===== config.mk =====
export PLATFORM = sky130hd
export DESIGN_NAME = lsu_store_queue_flat
export DESIGN_NICKNAME = d
export VERILOG_FILES = /design/src/rtl/lsu_store_queue_if.sv /design/src/rtl/lsu_store_queue.sv /design/src/flat_wrapper.sv
export SDC_FILE = /design/constraint.sdc
export NUM_CORES = 2
export LEC_CHECK = 0
export CAP_MARGIN = 20
export CORE_UTILIZATION = 55
export CTS_CLUSTER_SIZE = 12
export DETAILED_ROUTE_END_ITERATION = 10
export PLACE_DENSITY = 0.74
export SYNTH_ARGS = -nofsm -noshare
export SYNTH_HDL_FRONTEND = slang
export SYNTH_SLANG_ARGS = --single-unit
export TNS_END_PERCENT = 1

===== constraint.sdc =====
create_clock -name clk_i -period 11.6 [get_ports clk_i]
set_input_delay 2.32 -clock clk_i [delete_from_list [all_inputs] [get_ports clk_i]]
set_output_delay 2.32 -clock clk_i [all_outputs]
set_load 0.02 [all_outputs]

===== src/rtl/lsu_store_queue_if.sv =====
// Store-queue bus bundle: LSU enqueue/commit/probe side (master) and the queue itself (slave).
interface lsu_store_queue_if #(
    parameter int COMMIT_W = 2,
    parameter int ID_W     = 6,
    parameter int ADDR_W   = 32
);
    logic                enq_valid;
    logic                enq_ready;
    logic [ID_W-1:0]     enq_id;
    logic [ADDR_W-1:0]   enq_addr;
    logic [1:0]          enq_size;
    logic [31:0]         enq_data;
    logic                enq_cache;
    logic [COMMIT_W-1:0] commit;
    logic                mem_valid;
    logic                mem_ready;
    logic [ADDR_W-1:0]   mem_addr;
    logic [31:0]         mem_data;
    logic [3:0]          mem_strobe;
    logic                mem_cache;
    logic [ADDR_W-1:0]   ld_addr;
    logic [1:0]          ld_size;
    logic                ld_hit;
    logic [31:0]         ld_data;
    logic                ld_conflict;

    modport master (
        output enq_valid, enq_id, enq_addr, enq_size, enq_data, enq_cache, commit,
        output mem_ready, ld_addr, ld_size,
        input  enq_ready, mem_valid, mem_addr, mem_data, mem_strobe, mem_cache,
        input  ld_hit, ld_data, ld_conflict
    );

    modport slave (
        input  enq_valid, enq_id, enq_addr, enq_size, enq_data, enq_cache, commit,
        input  mem_ready, ld_addr, ld_size,
        output enq_ready, mem_valid, mem_addr, mem_data, mem_strobe, mem_cache,
        output ld_hit, ld_data, ld_conflict
    );
endinterface


===== src/rtl/lsu_store_queue.sv =====
// In-order LSU store queue: speculative enqueue, multi-wide commit, single drain port,
// and combinational store-to-load forwarding from the youngest overlapping entry.
module lsu_store_queue #(
    parameter int DEPTH    = 8,
    parameter int COMMIT_W = 2,
    parameter int ID_W     = 6,
    parameter int ADDR_W   = 32,
    localparam int IDX_W   = $clog2(DEPTH),
    localparam int PTR_W   = IDX_W + 1
) (
    input  logic             clk_i,
    input  logic             rst_i,
    input  logic             flush_i,
    lsu_store_queue_if.slave sq,
    output logic [PTR_W-1:0] count_o,
    output logic             commit_err_o
);

    function automatic logic [3:0] lane_strobe(input logic [1:0] a, input logic [1:0] size);
        case (size)
            2'd0:    lane_strobe = 4'b0001 << a;
            2'd1:    lane_strobe = 4'b0011 << {a[1], 1'b0};
            default: lane_strobe = 4'b1111;
        endcase
    endfunction

    function automatic logic [31:0] lane_data(input logic [1:0] size, input logic [31:0] d);
        case (size)
            2'd0:    lane_data = {4{d[7:0]}};
            2'd1:    lane_data = {2{d[15:0]}};
            default: lane_data = d;
        endcase
    endfunction

    logic [PTR_W-1:0]  head_q, head_d, cmt_q, cmt_d, tail_q, tail_d;
    logic              err_q, err_d;
    logic [ADDR_W-3:0] waddr_q [DEPTH];
    logic [31:0]       data_q  [DEPTH];
    logic [3:0]        strb_q  [DEPTH];
    logic              cache_q [DEPTH];

    logic [PTR_W-1:0]  count_s, avail_s;
    logic [PTR_W:0]    commit_pop_s;
    logic              full_s, enq_fire_s, drain_fire_s;
    logic [IDX_W-1:0]  head_idx_s, scan_idx_s;
    logic [3:0]        ld_strb_s, sel_strb_s;
    logic [31:0]       sel_data_s;
    logic              sel_found_s, sel_cache_s, sel_cover_s;
    logic              unused_id_s;

    assign unused_id_s = ^sq.enq_id;

    // Pointer, commit and handshake next-state logic
    always_comb begin
        count_s      = tail_q - head_q;
        avail_s      = tail_q - cmt_q;
        full_s       = (count_s == PTR_W'(DEPTH));
        enq_fire_s   = sq.enq_valid && !full_s && !flush_i;
        drain_fire_s = (head_q != cmt_q) && sq.mem_ready;
        head_idx_s   = head_q[IDX_W-1:0];
        commit_pop_s = {(PTR_W+1){1'b0}};
        for (int i = 0; i < COMMIT_W; i++) begin
            commit_pop_s = commit_pop_s + {{PTR_W{1'b0}}, sq.commit[i]};
        end
        // Over-commit clamps to the youngest store rather than running past tail.
        if (commit_pop_s > {1'b0, avail_s}) begin
            cmt_d = tail_q;
            err_d = 1'b1;
        end else begin
            cmt_d = cmt_q + commit_pop_s[PTR_W-1:0];
            err_d = err_q;
        end
        if (flush_i) begin
            tail_d = cmt_d;
        end else if (enq_fire_s) begin
            tail_d = tail_q + {{(PTR_W-1){1'b0}}, 1'b1};
        end else begin
            tail_d = tail_q;
        end
        head_d = head_q + {{(PTR_W-1){1'b0}}, drain_fire_s};

        sq.enq_ready  = !full_s;
        sq.mem_valid  = (head_q != cmt_q);
        sq.mem_addr   = {waddr_q[head_idx_s], 2'b00};
        sq.mem_data   = data_q[head_idx_s];
        sq.mem_strobe = strb_q[head_idx_s];
        sq.mem_cache  = cache_q[head_idx_s];
        count_o       = count_s;
        commit_err_o  = err_q;
    end

    // Forwarding probe: scan oldest to youngest so the youngest overlap wins
    always_comb begin
        ld_strb_s   = lane_strobe(sq.ld_addr[1:0], sq.ld_size);
        sel_found_s = 1'b0;
        sel_strb_s  = 4'b0000;
        sel_data_s  = 32'h0000_0000;
        sel_cache_s = 1'b0;
        scan_idx_s  = {IDX_W{1'b0}};
        for (int i = 0; i < DEPTH; i++) begin
            scan_idx_s = head_idx_s + IDX_W'(i);
            if ((PTR_W'(i) < count_s) && (waddr_q[scan_idx_s] == sq.ld_addr[ADDR_W-1:2])
                && ((strb_q[scan_idx_s] & ld_strb_s) != 4'b0000)) begin
                sel_found_s = 1'b1;
                sel_strb_s  = strb_q[scan_idx_s];
                sel_data_s  = data_q[scan_idx_s];
                sel_cache_s = cache_q[scan_idx_s];
            end else begin
                sel_found_s = sel_found_s;
            end
        end
        sel_cover_s    = ((sel_strb_s & ld_strb_s) == ld_strb_s) && sel_cache_s;
        sq.ld_hit      = sel_found_s && sel_cover_s;
        sq.ld_conflict = sel_found_s && !sel_cover_s;
        sq.ld_data     = (sel_found_s && sel_cover_s) ? sel_data_s : 32'h0000_0000;
    end

    // Pointer and sticky-error registers
    always_ff @(posedge clk_i) begin
        if (rst_i) begin
            head_q <= {PTR_W{1'b0}};
            cmt_q  <= {PTR_W{1'b0}};
            tail_q <= {PTR_W{1'b0}};
            err_q  <= 1'b0;
        end else begin
            head_q <= head_d;
            cmt_q  <= cmt_d;
            tail_q <= tail_d;
            err_q  <= err_d;
        end
    end

    // Entry storage; occupancy is tracked purely by the pointers
    always_ff @(posedge clk_i) begin
        if (enq_fire_s) begin
            waddr_q[tail_q[IDX_W-1:0]] <= sq.enq_addr[ADDR_W-1:2];
            data_q[tail_q[IDX_W-1:0]]  <= lane_data(sq.enq_size, sq.enq_data);
            strb_q[tail_q[IDX_W-1:0]]  <= lane_strobe(sq.enq_addr[1:0], sq.enq_size);
            cache_q[tail_q[IDX_W-1:0]] <= sq.enq_cache;
        end
    end

endmodule


===== src/flat_wrapper.sv =====
// flat-port wrapper written by rule: the top's interface ports become plain ports
module lsu_store_queue_flat 
#(
    parameter int DEPTH    = 8,
    parameter int COMMIT_W = 2,
    parameter int ID_W     = 6,
    parameter int ADDR_W   = 32,
    localparam int IDX_W   = $clog2(DEPTH),
    localparam int PTR_W   = IDX_W + 1
)
  (clk_i, rst_i, flush_i, count_o, commit_err_o, sq_enq_valid, sq_enq_id, sq_enq_addr, sq_enq_size, sq_enq_data, sq_enq_cache, sq_commit, sq_mem_ready, sq_ld_addr, sq_ld_size, sq_enq_ready, sq_mem_valid, sq_mem_addr, sq_mem_data, sq_mem_strobe, sq_mem_cache, sq_ld_hit, sq_ld_data, sq_ld_conflict);
  lsu_store_queue_if #(.COMMIT_W(COMMIT_W), .ID_W(ID_W), .ADDR_W(ADDR_W)) sq_i ();
  input  logic clk_i;
  input  logic rst_i;
  input  logic flush_i;
  output logic [PTR_W-1:0] count_o;
  output logic commit_err_o;
  input wire logic [$bits(sq_i.enq_valid)-1:0] sq_enq_valid;
  input wire logic [$bits(sq_i.enq_id)-1:0] sq_enq_id;
  input wire logic [$bits(sq_i.enq_addr)-1:0] sq_enq_addr;
  input wire logic [$bits(sq_i.enq_size)-1:0] sq_enq_size;
  input wire logic [$bits(sq_i.enq_data)-1:0] sq_enq_data;
  input wire logic [$bits(sq_i.enq_cache)-1:0] sq_enq_cache;
  input wire logic [$bits(sq_i.commit)-1:0] sq_commit;
  input wire logic [$bits(sq_i.mem_ready)-1:0] sq_mem_ready;
  input wire logic [$bits(sq_i.ld_addr)-1:0] sq_ld_addr;
  input wire logic [$bits(sq_i.ld_size)-1:0] sq_ld_size;
  output wire logic [$bits(sq_i.enq_ready)-1:0] sq_enq_ready;
  output wire logic [$bits(sq_i.mem_valid)-1:0] sq_mem_valid;
  output wire logic [$bits(sq_i.mem_addr)-1:0] sq_mem_addr;
  output wire logic [$bits(sq_i.mem_data)-1:0] sq_mem_data;
  output wire logic [$bits(sq_i.mem_strobe)-1:0] sq_mem_strobe;
  output wire logic [$bits(sq_i.mem_cache)-1:0] sq_mem_cache;
  output wire logic [$bits(sq_i.ld_hit)-1:0] sq_ld_hit;
  output wire logic [$bits(sq_i.ld_data)-1:0] sq_ld_data;
  output wire logic [$bits(sq_i.ld_conflict)-1:0] sq_ld_conflict;
  assign sq_i.enq_valid = sq_enq_valid;
  assign sq_i.enq_id = sq_enq_id;
  assign sq_i.enq_addr = sq_enq_addr;
  assign sq_i.enq_size = sq_enq_size;
  assign sq_i.enq_data = sq_enq_data;
  assign sq_i.enq_cache = sq_enq_cache;
  assign sq_i.commit = sq_commit;
  assign sq_i.mem_ready = sq_mem_ready;
  assign sq_i.ld_addr = sq_ld_addr;
  assign sq_i.ld_size = sq_ld_size;
  assign sq_enq_ready = sq_i.enq_ready;
  assign sq_mem_valid = sq_i.mem_valid;
  assign sq_mem_addr = sq_i.mem_addr;
  assign sq_mem_data = sq_i.mem_data;
  assign sq_mem_strobe = sq_i.mem_strobe;
  assign sq_mem_cache = sq_i.mem_cache;
  assign sq_ld_hit = sq_i.ld_hit;
  assign sq_ld_data = sq_i.ld_data;
  assign sq_ld_conflict = sq_i.ld_conflict;
  lsu_store_queue #(.DEPTH(DEPTH), .COMMIT_W(COMMIT_W), .ID_W(ID_W), .ADDR_W(ADDR_W)) u_core (.clk_i(clk_i), .rst_i(rst_i), .flush_i(flush_i), .sq(sq_i), .count_o(count_o), .commit_err_o(commit_err_o));
endmodule

==> PnR_summary.wiki <==
{| class="wikitable"
! Metric !! Value
|-
| Ranking of synthesized cells by area || edfxtp_1 (35%), mux4_2 (25%), mux2i_1 (9.7%), xnor2_1 (3.7%), nand2_1 (2.6%)
|-
| Number of antenna violations at the first check in global routing || 18
|-
| CTS Hold Buffers Added || 0
|-
| Count of state elements after synthesis || 549
|-
| Final routed DRC violation total || 0
|-
| WL final || 167300 um
|-
| Area fraction of the dominant cell type after synthesis || 0.3484
|-
| Cells after Synth || 3614
|-
| Clock tree from TritonCTS || done
|-
| Number of endpoints with negative hold slack in the final report || 0
|-
| Placement Rows || between 100 and 150
|-
| Final count of negative-setup-slack endpoints || 0
|-
| Count of fill cells added during filler insertion || 6173
|-
| Layout cells sized above 1 || 0.2434
|-
| Worst R2R Setup Slack || just over 5000 ps
|-
| Final worst path period share || 0.9272
|-
| Initial core utilization || 0.5590
|-
| Floorplan die area || around 0.085 mm^2
|-
| Synth unique cells || 91
|-
| RSZ-0062 raised after global routing || no
|-
| Global-route met3 utilization || 0.1231
|-
| Y dimension of the die || between 200 and 300 um
|-
| Final clock skew || 41.40 ps
|-
| Syn_area_per_cell || 12.78 um^2
|-
| Routability cong. || 1.095
|-
| Top cell family by delay on the critical path || simple AND/OR/NAND/NOR gates
|-
| Post-CTS Repair Setup Buffers || 0
|-
| Worst Setup Slack, final || roughly 840 ps
|-
| Delay of the slowest cell on the worst path || 910 ps
|-
| Number of global-route vias before repair || 34930
|-
| WL per Instance || between 30 and 40 um
|-
| Commonest non-fill, non-tap cells in the layout || edfxtp_1 (536), mux4_2 (523), mux2i_1 (447), nand2_1 (323), clkdlybuf4s50_1 (215)
|-
| Fmax || between 0.09 and 0.1 GHz
|-
| Post-synthesis async set-or-reset flop share || 0
|-
| Class of the worst hold path || flop to flop
|-
| GRT met2 Usage || 0.5650
|-
| Leading cell type in the layout, fill and taps excluded || edfxtp_1
|-
| Fraction of the yosys area taken by sequential cells || 0.3541
|-
| Critical path's slowest cell || dfxtp_4
|-
| Worst endpoint required time || just over 9000 ps
|-
| Max Slew Vio Count || 0
|-
| Count of buffer and inverter cells on the critical path || 5
|-
| Multi-input combinational cell area || 0.02809 mm^2
|-
| Number of nets still failing antenna checks after routing || 0
|-
| Residual overflow from global routing || 0
|-
| Synth Warn # || 0
|-
| Arrival time worst endpoint || 8440 ps
|-
| Grt peak-use layer || met2
|-
| Relative max-transition margin || 0.1245
|-
| Met1 routing resource usage after global routing || 0.5350
|-
| Area of all sequential standard cells || 0.01637 mm^2
|-
| Pin count of the biggest net entering global routing || around 150
|-
| Count of flip-flops with a built-in enable after synthesis || roughly 540
|-
| Yosys top cell by area || edfxtp_1
|-
| Power per unit of standard cell area || 228.3 mW/mm^2
|-
| Iter 0 DRT Violations || 5847
|-
| I/O pin count || 224
|-
| Shortest period the worst path allows || 10760 ps
|-
| Global routing usage summed across all routing layers || 0.3882
|-
| Max FO, Critical Path || 60
|-
| Fin nets || roughly 3800
|-
| IO buf count || 215
|-
| Post-route cell area || 0.05109 mm^2
|-
| Post-Route Setup TNS || 0 ps
|-
| Number of vias per cell || 7.761
|-
| Clk pin slew, worst setup/hold paths || approximately 60 ps
|-
| Status || completed
|-
| Critical path's most frequent cell || buf_4
|-
| Deepest clock path buffer count || 3
|-
| Most common flop cell mapped by yosys || edfxtp_1
|-
| Via count || 37110
|-
| Worst IR Drop VDD || between 0.0002 and 0.00025 V
|-
| Worst setup path category || flop to output pin
|-
| Netlist area before placement || 0.04619 mm^2
|-
| PostCTS Resize Cnt || 0
|-
| Leakage Power || 15.89 nW
|-
| FF-to-FF path depth || 11
|-
| CORE AREA || 0.08264 mm^2
|-
| Type of element capturing the critical path || output pin
|-
| Sink count of the clock tree || between 500 and 600
|-
| DP Wirelength || 113400 um
|-
| Clk Tree Root Cell || clkbuf_16
|-
| Pre-CTS WS || 1306 ps
|-
| Clk Latency, worst-skew pair || 680 ps
|-
| Wire length of the first global-routing pass || 240900 um
|-
| Placed standard-cell area || 0.04895 mm^2
|-
| Die width || ~290 um
|-
| List of cells traversed by the critical path || buf_4 > and2_1 > buf_4 > a22o_1 > nor2_1 > xor2_1 > nor4_1 > nand4_1 > nor2_4 > buf_4 > a311o_1 > a21oi_1 > or4_2 > buf_4 > nor4_2 > clkdlybuf4s50_1
|-
| WP depth || 16
|-
| Number of detailed-routing iterations run before antenna repair || 7
|-
| Number of buffers inserted during clock tree synthesis || 61
|-
| Startpoint class of the critical path || flop
|-
| Worst hold path stage count || 2
|-
| Area growth from synthesis to layout || 10.61%
|-
| # H-tree levels || 2
|-
| Max-capacitance violation count || 0
|-
| Transition time at the pin with the least slew margin || 1313 ps
|}
-- final cells by class --
cell class              instances  share of cell area
clock buffers                  82             0.03284
diodes                         10           0.0004898
inverters                      45            0.003379
well taps                    1070             0.02620
repair buffers                314             0.05909
multi-input cells            2680              0.5497
clock inverters                31            0.007959
flip-flops and latches        549              0.3203
-- power breakdown --
part / total (mW) / switching (mW) / leakage [nW] / internal [mW]
clock: 2.02 / 0.846 / 1.00 / 1.17
combinational: 7.15 / 4.10 / 9.94 / 3.06
sequential: 2.49 / 0.165 / 4.95 / 2.33
total: 11.7 / 5.11 / 15.9 / 6.56
-- metal layers --
layer | routed length, um | vias to the layer above
met3 | 25350 | 544
met2 | 72810 | 3092
met4 | 8389 | 12
li1 | - | 14880
met1 | 60700 | 18580
met5 | 87 | -
-- sequential cells by signal, summed over array words and instances, names as in the netlist --
register / flops
u_core.cmt_q: 4
u_core.tail_q: 4
u_core.data_q: 256
u_core.commit_err_o: 1
u_core.cache_q: 8
u_core.waddr_q: 240
u_core.head_q: 4
u_core.strb_q: 32
-- through the flow --
| stage | cells | utilization | power, mW | hold slack, ps |
|---|---|---|---|---|
| after floorplan | 3615 | - | 7.510 | 533.8 |
| after global placement | 4653 | 0.5920 | 9.367 | 454.6 |
| after detailed placement | 4656 | 0.5924 | 9.438 | 465.2 |
| after CTS | 4769 | 0.6176 | 11.47 | 475.4 |
| after global routing | 4776 | 0.6182 | 12.02 | 492.1 |
| final | 4781 | 0.6183 | 11.67 | 470.6 |
-- cell families after synthesis --
logic type / Yosys count / synth area share
multiplexers: 1075 / 0.3781
buffers and inverters: 386 / 0.04328
other: 1 / 0.00008118
adder cells (fa/ha/maj): 20 / 0.005905
XOR/XNOR: 231 / 0.04396
AO/OA/AOI/OAI: 568 / 0.08633
flip-flops: 549 / 0.3541
AND/OR/NAND/NOR: 784 / 0.08825
-- final timing paths --
check	endpoint	start
setup reg to reg	u_core.waddr_q[7][23]$_DFFE_PP_	u_core.head_q[0]$_SDFF_PP0_
hold / removal	u_core.commit_err_o$_SDFFE_PP0P_	u_core.commit_err_o$_SDFFE_PP0P_
setup / recovery	sq_ld_data[27]	u_core.head_q[0]$_SDFF_PP0_
hold reg to reg	u_core.commit_err_o$_SDFFE_PP0P_	u_core.commit_err_o$_SDFFE_PP0P_
-- Yosys cell counts, types with 16 or more instances --
| master | number |
|---|---|
| o21ai_0 | 104 |
| a311oi_1 | 35 |
| o2111ai_1 | 16 |
| nor4_2 | 29 |
| buf_4 | 31 |
| xor2_1 | 37 |
| nand3_1 | 72 |
| a22oi_1 | 43 |
| and2_1 | 44 |
| nand2_1 | 323 |
| xnor2_1 | 193 |
| nor3_1 | 31 |
| ha_1 | 17 |
| mux2i_1 | 447 |
| o22ai_1 | 38 |
| clkbuf_1 | 144 |
| nand4_1 | 31 |
| mux4_2 | 523 |
| mux2_2 | 102 |
| nand3b_1 | 32 |
| a221oi_1 | 61 |
| buf_1 | 52 |
| buf_2 | 79 |
| nor2_1 | 85 |
| a22o_1 | 28 |
| buf_6 | 25 |
| inv_1 | 34 |
| edfxtp_1 | 536 |
| nand2b_1 | 23 |
| and3_1 | 19 |
| nor4_1 | 24 |
| a31oi_1 | 41 |
| a21oi_1 | 88 |
-- worst reg2reg max path, stage by stage (launching register included) --
cell and delay [ps]:
dfxtp_4 910, buf_12 620, ha_1 330, and3b_1 190, or3_1 520, nand2_1 290, inv_1 240, nand2_1 310
and2_1 280, nand3_1 340, nor2_4 1000, buf_4 1030
(Power assumes the default switching activity.)
